--- src/rtl/power_sequencer.sv ---
// +----------------------------------------------------------------------------
// | Module   : power_sequencer
// | Purpose  : V6 rail enable, PG supervision, bounded retry and core-reset release.
// | Revision : 1.0 - initial release
// +----------------------------------------------------------------------------
`default_nettype none

module power_sequencer #(
  parameter int CLK_PERIOD_NS   = 10,
  parameter int T_SETTLE_MS     = 1000,
  parameter int T_PG_TIMEOUT_MS = 100,
  parameter int T_READY_MS      = 1000,
  parameter int T_RETRY_MS      = 500,
  parameter int MAX_RETRIES     = 3,
  parameter int PG_FILT         = 16
) (
  input  logic       clk100,
  input  logic       pre_reset,
  input  logic       v3_pg,
  input  logic       v5p_pg,
  input  logic       v5n_pg,
  output logic       v6_en,
  output logic       init_ready,
  output logic       pg_ok,
  output logic       fault,
  output logic       lockout,
  output logic [2:0] retry_cnt,
  output logic [2:0] state
);

  localparam int          C_TICK_CYC   = 1_000_000 / CLK_PERIOD_NS;
  localparam int          C_PS_W       = $clog2(C_TICK_CYC + 1);
  localparam logic [C_PS_W-1:0] C_PS_LAST = C_PS_W'(C_TICK_CYC - 1);
  localparam logic [15:0] C_FILT_LAST  = 16'(PG_FILT - 1);
  localparam logic [15:0] C_T_SETTLE   = 16'(T_SETTLE_MS);
  localparam logic [15:0] C_T_TIMEOUT  = 16'(T_PG_TIMEOUT_MS);
  localparam logic [15:0] C_T_READY    = 16'(T_READY_MS);
  localparam logic [15:0] C_T_RETRY    = 16'(T_RETRY_MS);
  localparam logic [2:0]  C_MAX_RETRY  = 3'(MAX_RETRIES);

  typedef enum logic [2:0] {
    S_SETTLE = 3'd0,
    S_RAMP   = 3'd1,
    S_STABLE = 3'd2,
    S_READY  = 3'd3,
    S_OFF    = 3'd4,
    S_LOCK   = 3'd5
  } state_t;

  state_t              r_state;
  state_t              w_next;
  logic                w_fault_entry;
  logic                w_state_chg;
  logic [2:0]          r_sync1;
  logic [2:0]          r_sync2;
  logic                w_pg_raw;
  logic [15:0]         r_filt_cnt;
  logic                r_pg_ok;
  logic [C_PS_W-1:0]   r_presc;
  logic                w_ms_tick;
  logic [15:0]         r_ms_cnt;
  logic                r_v6_en;
  logic                r_init_ready;
  logic                r_fault;
  logic                r_lockout;
  logic [2:0]          r_retry_cnt;

  assign w_pg_raw = &r_sync2;

  always_ff @(posedge clk100 or posedge pre_reset) begin
    if (pre_reset) begin
      r_sync1 <= '0;
      r_sync2 <= '0;
    end else begin
      r_sync1 <= {v3_pg, v5p_pg, v5n_pg};
      r_sync2 <= r_sync1;
    end
  end

  // Any cycle where the synced vector agrees with pg_ok restarts the count.
  always_ff @(posedge clk100 or posedge pre_reset) begin
    if (pre_reset) begin
      r_filt_cnt <= '0;
      r_pg_ok    <= 1'b0;
    end else if (w_pg_raw != r_pg_ok) begin
      if (r_filt_cnt == C_FILT_LAST) begin
        r_pg_ok    <= w_pg_raw;
        r_filt_cnt <= '0;
      end else begin
        r_filt_cnt <= r_filt_cnt + 16'd1;
      end
    end else begin
      r_filt_cnt <= '0;
    end
  end

  assign w_ms_tick   = (r_presc == C_PS_LAST);
  assign w_state_chg = (w_next != r_state);

  always_ff @(posedge clk100 or posedge pre_reset) begin
    if (pre_reset) begin
      r_presc  <= '0;
      r_ms_cnt <= '0;
    end else if (w_state_chg) begin
      r_presc  <= '0;
      r_ms_cnt <= '0;
    end else begin
      r_presc <= w_ms_tick ? '0 : r_presc + 1'b1;
      if (w_ms_tick && (r_ms_cnt != 16'hFFFF)) begin
        r_ms_cnt <= r_ms_cnt + 16'd1;
      end
    end
  end

  always_comb begin
    w_next        = r_state;
    w_fault_entry = 1'b0;
    case (r_state)
      S_SETTLE: if (r_ms_cnt == C_T_SETTLE) w_next = S_RAMP;
      // pg_ok takes priority over a coincident timeout.
      S_RAMP: begin
        if (r_pg_ok) w_next = S_STABLE;
        else if (r_ms_cnt == C_T_TIMEOUT) w_fault_entry = 1'b1;
      end
      S_STABLE: begin
        if (!r_pg_ok) w_fault_entry = 1'b1;
        else if (r_ms_cnt == C_T_READY) w_next = S_READY;
      end
      S_READY:  if (!r_pg_ok) w_fault_entry = 1'b1;
      S_OFF:    if (r_ms_cnt == C_T_RETRY) w_next = S_RAMP;
      S_LOCK:   w_next = S_LOCK;
      default:  w_next = S_SETTLE;
    endcase
    if (w_fault_entry) begin
      w_next = (r_retry_cnt < C_MAX_RETRY) ? S_OFF : S_LOCK;
    end
  end

  // Outputs are registered from the next state so they change with the state itself.
  always_ff @(posedge clk100 or posedge pre_reset) begin
    if (pre_reset) begin
      r_state      <= S_SETTLE;
      r_v6_en      <= 1'b0;
      r_init_ready <= 1'b0;
      r_lockout    <= 1'b0;
      r_fault      <= 1'b0;
      r_retry_cnt  <= '0;
    end else begin
      r_state      <= w_next;
      r_v6_en      <= (w_next == S_RAMP) || (w_next == S_STABLE) || (w_next == S_READY);
      r_init_ready <= (w_next == S_READY);
      r_lockout    <= (w_next == S_LOCK);
      if (w_fault_entry) begin
        r_fault <= 1'b1;
        if (r_retry_cnt != 3'd7) r_retry_cnt <= r_retry_cnt + 3'd1;
      end
    end
  end

  assign v6_en      = r_v6_en;
  assign init_ready = r_init_ready;
  assign pg_ok      = r_pg_ok;
  assign fault      = r_fault;
  assign lockout    = r_lockout;
  assign retry_cnt  = r_retry_cnt;
  assign state      = r_state;

endmodule

`default_nettype wire

--- config.mk ---
export PLATFORM = sky130hd
export DESIGN_NAME = power_sequencer
export DESIGN_NICKNAME = d
export VERILOG_FILES = /design/src/rtl/power_sequencer.sv
export SDC_FILE = /design/constraint.sdc
export NUM_CORES = 1
export LEC_CHECK = 0
export ABC_CLOCK_PERIOD_IN_PS = 4600
export BUFFER_PORTS_ARGS = -buffer_cell sky130_fd_sc_hd__buf_2
export CAP_MARGIN = 20
export CORE_MARGIN = 8
export CORE_UTILIZATION = 55
export CTS_CLUSTER_DIAMETER = 150
export DETAILED_ROUTE_END_ITERATION = 6
export GPL_TIMING_DRIVEN = 0
export PLACE_DENSITY = 0.73
export SLEW_MARGIN = 20
export SYNTH_ARGS = -nofsm -noshare
export SYNTH_HDL_FRONTEND = slang
export SYNTH_SLANG_ARGS = --single-unit
--- constraint.sdc ---
create_clock -name clk100 -period 4.6 [get_ports clk100]
set_clock_uncertainty 0.15 [all_clocks]
set_input_delay 0.92 -clock clk100 [delete_from_list [all_inputs] [get_ports clk100]]
set_output_delay 0.92 -clock clk100 [all_outputs]
set_load 0.005 [all_outputs]
* After elaboration in Yosys (flattened, before gate mapping)
Cells that the tools add are included.
** Word-level totals
- Output and inout bits :: 11
- Logic and storage cells :: 62
- Input port bits :: 5
- Flip-flop bits (word level) :: 66
** Cells by class
- Muxes and demuxes :: 18
- Reduce and logical (&&, ||, !) cells :: 9
- $add $sub $neg :: 4
- Order comparisons :: 1
- Equality and inequality tests :: 18
** Operators by type and width (number)
- 16-bit 2-to-1 mux :: 4
- 17-bit 2-to-1 mux :: 2
- 16-bit by 1-bit adder with 16-bit output (second input constant) :: 2
- 3-bit 2-to-1 mux :: 6
- 3-bit one-hot mux with 6 select lines :: 1
- 17-bit by 1-bit adder with 17-bit output (second input constant) :: 1
- 17-bit == test (second input constant) :: 1
- 16-bit by 10-bit == test with 1-bit output (second input constant) :: 1
- 16-bit by 4-bit == test with 1-bit output (second input constant) :: 1
- 16-bit by 7-bit == test with 1-bit output (second input constant) :: 1
- 16-bit by 9-bit == test with 1-bit output (second input constant) :: 1
- 16-bit inequality test (second input constant) :: 1
- 3-bit by 2-bit == test with 1-bit output (second input constant) :: 4
- 3-bit == test (second input constant) :: 3
- 3-bit by 1-bit == test with 1-bit output (second input constant) :: 2
- 1-bit 2-to-1 mux :: 4
- 2-bit AND reduction :: 2
- 3-bit by 1-bit adder with 3-bit output (second input constant) :: 1
- 3-bit logical NOT :: 1
- 3-bit by 2-bit < comparator with 1-bit output (second input constant) :: 1
- 3-bit inequality test :: 1
- 3-bit inequality test (second input constant) :: 1
- 3-bit AND reduction :: 1
- 1-bit logical OR :: 2
- 5 further kinds :: 5

* Longest topological paths before layout
- Word-level depth :: 8
- Depth in mapped cells :: 9
- Depth with buffers taken out :: 7

* Least setup slack after synthesis
OpenSTA, ideal clock, no wires.
- Path type :: flip-flop to flip-flop
- Start point :: reg r_ms_cnt[0]
- End point :: reg r_presc[11]
- Library setup time :: 0.136 ns
- Cell stages (with the launch flop) :: 10
- Clock period less this slack :: 2.484 ns
- Required time :: 4.314 ns
- Buffers on the path :: 2
- Arrival :: 2.198 ns
- Setup slack :: 2.116 ns
- Cell sequence :: dfrtp_1 -> inv_1 -> ha_1 -> or4b_1 -> or4_1 -> nor2b_1 -> o221a_2 -> buf_4 -> buf_6 -> nor4_1
** Between the ends
- Word-level cells in the longest chain between the ends :: 7
- Elaborated cells between the ends (all ways) :: 14
- Classes of those cells :: eq/ne (4); mux (10)
** RTL lines
- from (decl) :: RTL line 61 : logic [15:0] r_ms_cnt;
- from (signal assigned) :: RTL line 110 : r_ms_cnt <= r_ms_cnt + 16'd1;
- 16-bit by 10-bit == test with 1-bit output or 16-bit by 7-bit == test with 1-bit output (tied branches) :: RTL line 119, 127, 123
- 3-bit 2-to-1 mux or 1-bit 2-to-1 mux (tied branches) :: RTL line 127, 123
- 3-bit 2-to-1 mux or 1-bit 2-to-1 mux (tied branches) :: RTL line 126, 122
- 3-bit one-hot mux with 6 select lines or 1-bit one-hot mux with 2 select lines (tied branches) :: RTL line 118 : case (r_state)
- 3-bit 2-to-1 mux * :: RTL line 134 : if (w_fault_entry) begin
- 3-bit inequality test * :: RTL line 98 : assign w_state_chg = (w_next != r_state);
- 17-bit 2-to-1 mux * :: RTL line 104 : end else if (w_state_chg) begin
- to (signal assigned) :: RTL line 108 : r_presc <= w_ms_tick ? '0 : r_presc + 1'b1;
- to (decl) :: RTL line 59 : logic [C_PS_W-1:0] r_presc;
Every way passes the cells marked *; elsewhere a longest branch is shown, timed or not.
A chain may end at the register's enable or synchronous reset.

* Final worst setup path
- Start point :: reg r_ms_cnt[0]
- End point :: reg r_presc[1]
The elaborated chain is that of the path after synthesis.

==> results.toml <==
[route]
ant_nets = 0
drt-initial-drc-count = 196
vias_per_cell = 5.67
detail_route.wirelength_um = 6470
routedWlPerCell_um = 14.7
remaining_drc_errors = 0
detailroute.via_count = 2495
drt_first_pass_iters = 4

[critical_path]
critical-path-top-delay-family = "simple AND/OR/NAND/NOR gates"
crit_required_ns = 4.65
crit_path_end_kind = "register"
reg2reg_from = "r_ms_cnt[0]"
worst_path_max_delay_cell = "or4_1"
rrSetupSlack_ns = 1.85
crit_type = "register to register"
cp_cell_sequence = "inv_1 -> ha_1 -> or4b_1 -> or4_1 -> nor2b_1 -> o221a_2 -> buf_4 -> buf_6 -> nor4_1"
start_kind = "register"
max_stage_delay_ns = 0.57
timing.rr.end = "r_presc[1]"
critPathMaxFanout = 10
cp.buffers_inverters = 3
r2r_cells = 9
cp_data_arrival_time_ns = 2.81

[die]
die_area_mm2 = 0.00886
pin_count = 16
start_util = 0.567
fp.dieW_um = 94.1
coreArea_mm2 = 0.00592
num_rows = 28
die_h_um = 94.1

[layout]
final_common_cell = "dfrtp_1"
diodes = 0
fillers = 479
area_growth_pct = 11.5
final_cells = 440
final_cell_mix = "dfrtp_1, nor2_1, xnor2_1"
drive_gt1_frac = 0.121
multi_input_area_mm2 = 0.00158
register_area_mm2 = 0.00165
layout.nets = 371

[synth]
synth_area_mm2 = 0.00336
ys_seq_elements = 66
synth_top_area_share = 0.492
syn_avg_cell_area_um2 = 10.1
synth_edf_count = 0
ys.flop_type = "dfrtp_1"
async_reset_ff_frac = 1.00
synth_area_leader_cell = "dfrtp_1"
synth.area.top_cells = "dfrtp_1, xnor2_1, nor4_1, xor2_1, nor3_1"
synth_cell_type_count = 41
synth_nets = 344
netlist_instances = 333
synth.yosys.seq_area_share = 0.492
yosysWarnings = 0

[cts]
clock-root-buffer = "clkbuf_8"
cts_made_buffers = 9
ctsHtreeMaxLevel = 3
cts_setup_buffers = 0
cts_hold_buf = 0
clk_latency_ns = 0.35
path_clk_slew_ns = 0.06
clock_path_buffers = 2
cts_resized = 0
clkSinkCount = 66
cts_tree = "done"

[power]
p_comb_frac = 0.017
clkPwrFrac = 0.436
peakVddDrop_uv = 261
seq_power_share = 0.547
cellLeakagePower_nw = 1.60
switching_power_mw = 0.232
internal-power_mw = 0.836
p_sw_frac = 0.217
powerDensity_mw_per_mm2 = 285

[sta]
fmax_mhz = 363
whs_ns = 0.200
slew_viol_final = 0
rsz0062_at_grt = "false"
maxSlewHeadroom = 0.552
fin_setup_tns_ns = 0
tightest_slew_ns = 0.662
final-hold-violation-count = 0
fin_crit_ns = 2.75
fin_crit_sh = 0.599
setup_violations = 0

[flow_run]
max_cap_violations = 0

[worst_hold_path]
holdPathStages = 0
hp-start = "r_sync1[2]"
min_delay_worst_endpoint = "r_sync2[2]"
hold_path.class = "register to register"

[placement]
io_buffers = 15
hpwlAfterDp_um = 4590
routabilityCongestion = 0.906
placed_cells = 424

[grt]
overflow = 0
grt_pass1_vias = 2457
grt_max_degree = 49
grt_use_total = 0.159
grt_pass1_wl_um = 11200
antenna_found_initial = 0

[run_status]
status = "complete, no violations"
## routing by layer
metal,part of all wire,track usage,vias to the layer above
met5,0,0,-
met4,0.014,0.0594,0
met3,0.045,0.0512,10
met2,0.49,0.261,42
met1,0.45,0.189,1204
li1,-,-,1239
## stage by stage
stage / total power [mW] / area, um2 / setup slack (ns) / utilization
6_report: 1.07 / 3740 / 1.85 / 0.632
5_1_grt: 1.11 / 3740 / 1.71 / 0.632
4_1_cts: 1.08 / 3740 / 1.84 / 0.632
3_5_place_dp: 0.615 / 3560 / 1.85 / 0.601
3_3_place_gp: 0.611 / 3530 / 1.12 / 0.596
2_1_floorplan: 0.606 / 3360 / 1.88 / -
## how the worst max path moves through the flow
| stage | startpoint | cells after the start | to | slack (ns) |
|---|---|---|---|---|
| 3_5_place_dp | r_ms_cnt[0] | 9 | r_presc[11] | 1.85 |
| 6_report | r_ms_cnt[0] | 9 | r_presc[1] | 1.85 |
| 2_1_floorplan | pre_reset | 1 | fault | 1.88 |
| 4_1_cts | r_ms_cnt[0] | 9 | r_presc[11] | 1.84 |
| 3_3_place_gp | pre_reset | 2 | r_ms_cnt[15] | 1.12 |
| 5_1_grt | r_ms_cnt[0] | 9 | r_presc[1] | 1.71 |
## worst reg2reg max path: stages (launching register included)
cell and delay (ns):
dfrtp_1 0.42, inv_1 0.07, ha_1 0.17, or4b_1 0.45, or4_1 0.57, nor2b_1 0.18, o221a_2 0.22, buf_4 0.18
buf_6 0.16, nor4_1 0.06
## registers in the layout (all words and copies together), names as in the netlist
signal and flops:
r_presc 17, r_filt_cnt 16, r_ms_cnt 16, r_sync1 3, r_sync2 3, retry_cnt 3
state 3, fault 1, init_ready 1, lockout 1, pg_ok 1, v6_en 1
## cells by family after synthesis
kind of cell / share of synthesized area
compound gates: 0.0306
xor+xnor: 0.117
fa+ha+maj: 0.0224
buf+inv: 0.0380
flops: 0.492
mux: 0.0127
simple gates: 0.287
## layout make-up
type,count,share of cell area
buffer,14,0.0251
clock buffer,11,0.0351
clock inverter,5,0.0147
inverter,9,0.00969
multi-input combinational,244,0.422
sequential,66,0.441
tap,75,0.0251
timing repair buffer,16,0.0274
## power groups by stage
| stage | Sequential (mW) | Combinational, mW | Clock (mW) |
|---|---|---|---|
| 2_1_floorplan | 0.595 | 0.0106 | 0 |
| 5_1_grt | 0.584 | 0.0222 | 0.502 |
| 6_report | 0.584 | 0.0183 | 0.466 |
| 4_1_cts | 0.584 | 0.0197 | 0.480 |
| 3_3_place_gp | 0.595 | 0.0158 | 0 |
| 3_5_place_dp | 0.595 | 0.0197 | 0 |
## cell usage after synthesis, types with 2 or more instances
| cell | count |
|---|---|
| inv_1 | 9 |
| nand2b_1 | 3 |
| nor3_1 | 25 |
| and3_1 | 8 |
| buf_6 | 5 |
| clkbuf_1 | 8 |
| nand3_1 | 14 |
| mux2i_1 | 2 |
| or3_1 | 2 |
| or4bb_1 | 2 |
| xor2_1 | 16 |
| dfrtp_1 | 66 |
| nor4b_1 | 3 |
| ha_1 | 6 |
| nor4_1 | 25 |
| a21oi_1 | 2 |
| mux2_2 | 2 |
| or2_2 | 2 |
| and4_1 | 5 |
| nor3b_1 | 4 |
| nand4_1 | 16 |
| nor2_1 | 33 |
| nand2_1 | 22 |
| xnor2_1 | 29 |
| nor2b_1 | 4 |
| and2_1 | 3 |
| o21ai_0 | 3 |
Power figures use the tool's default switching activity.
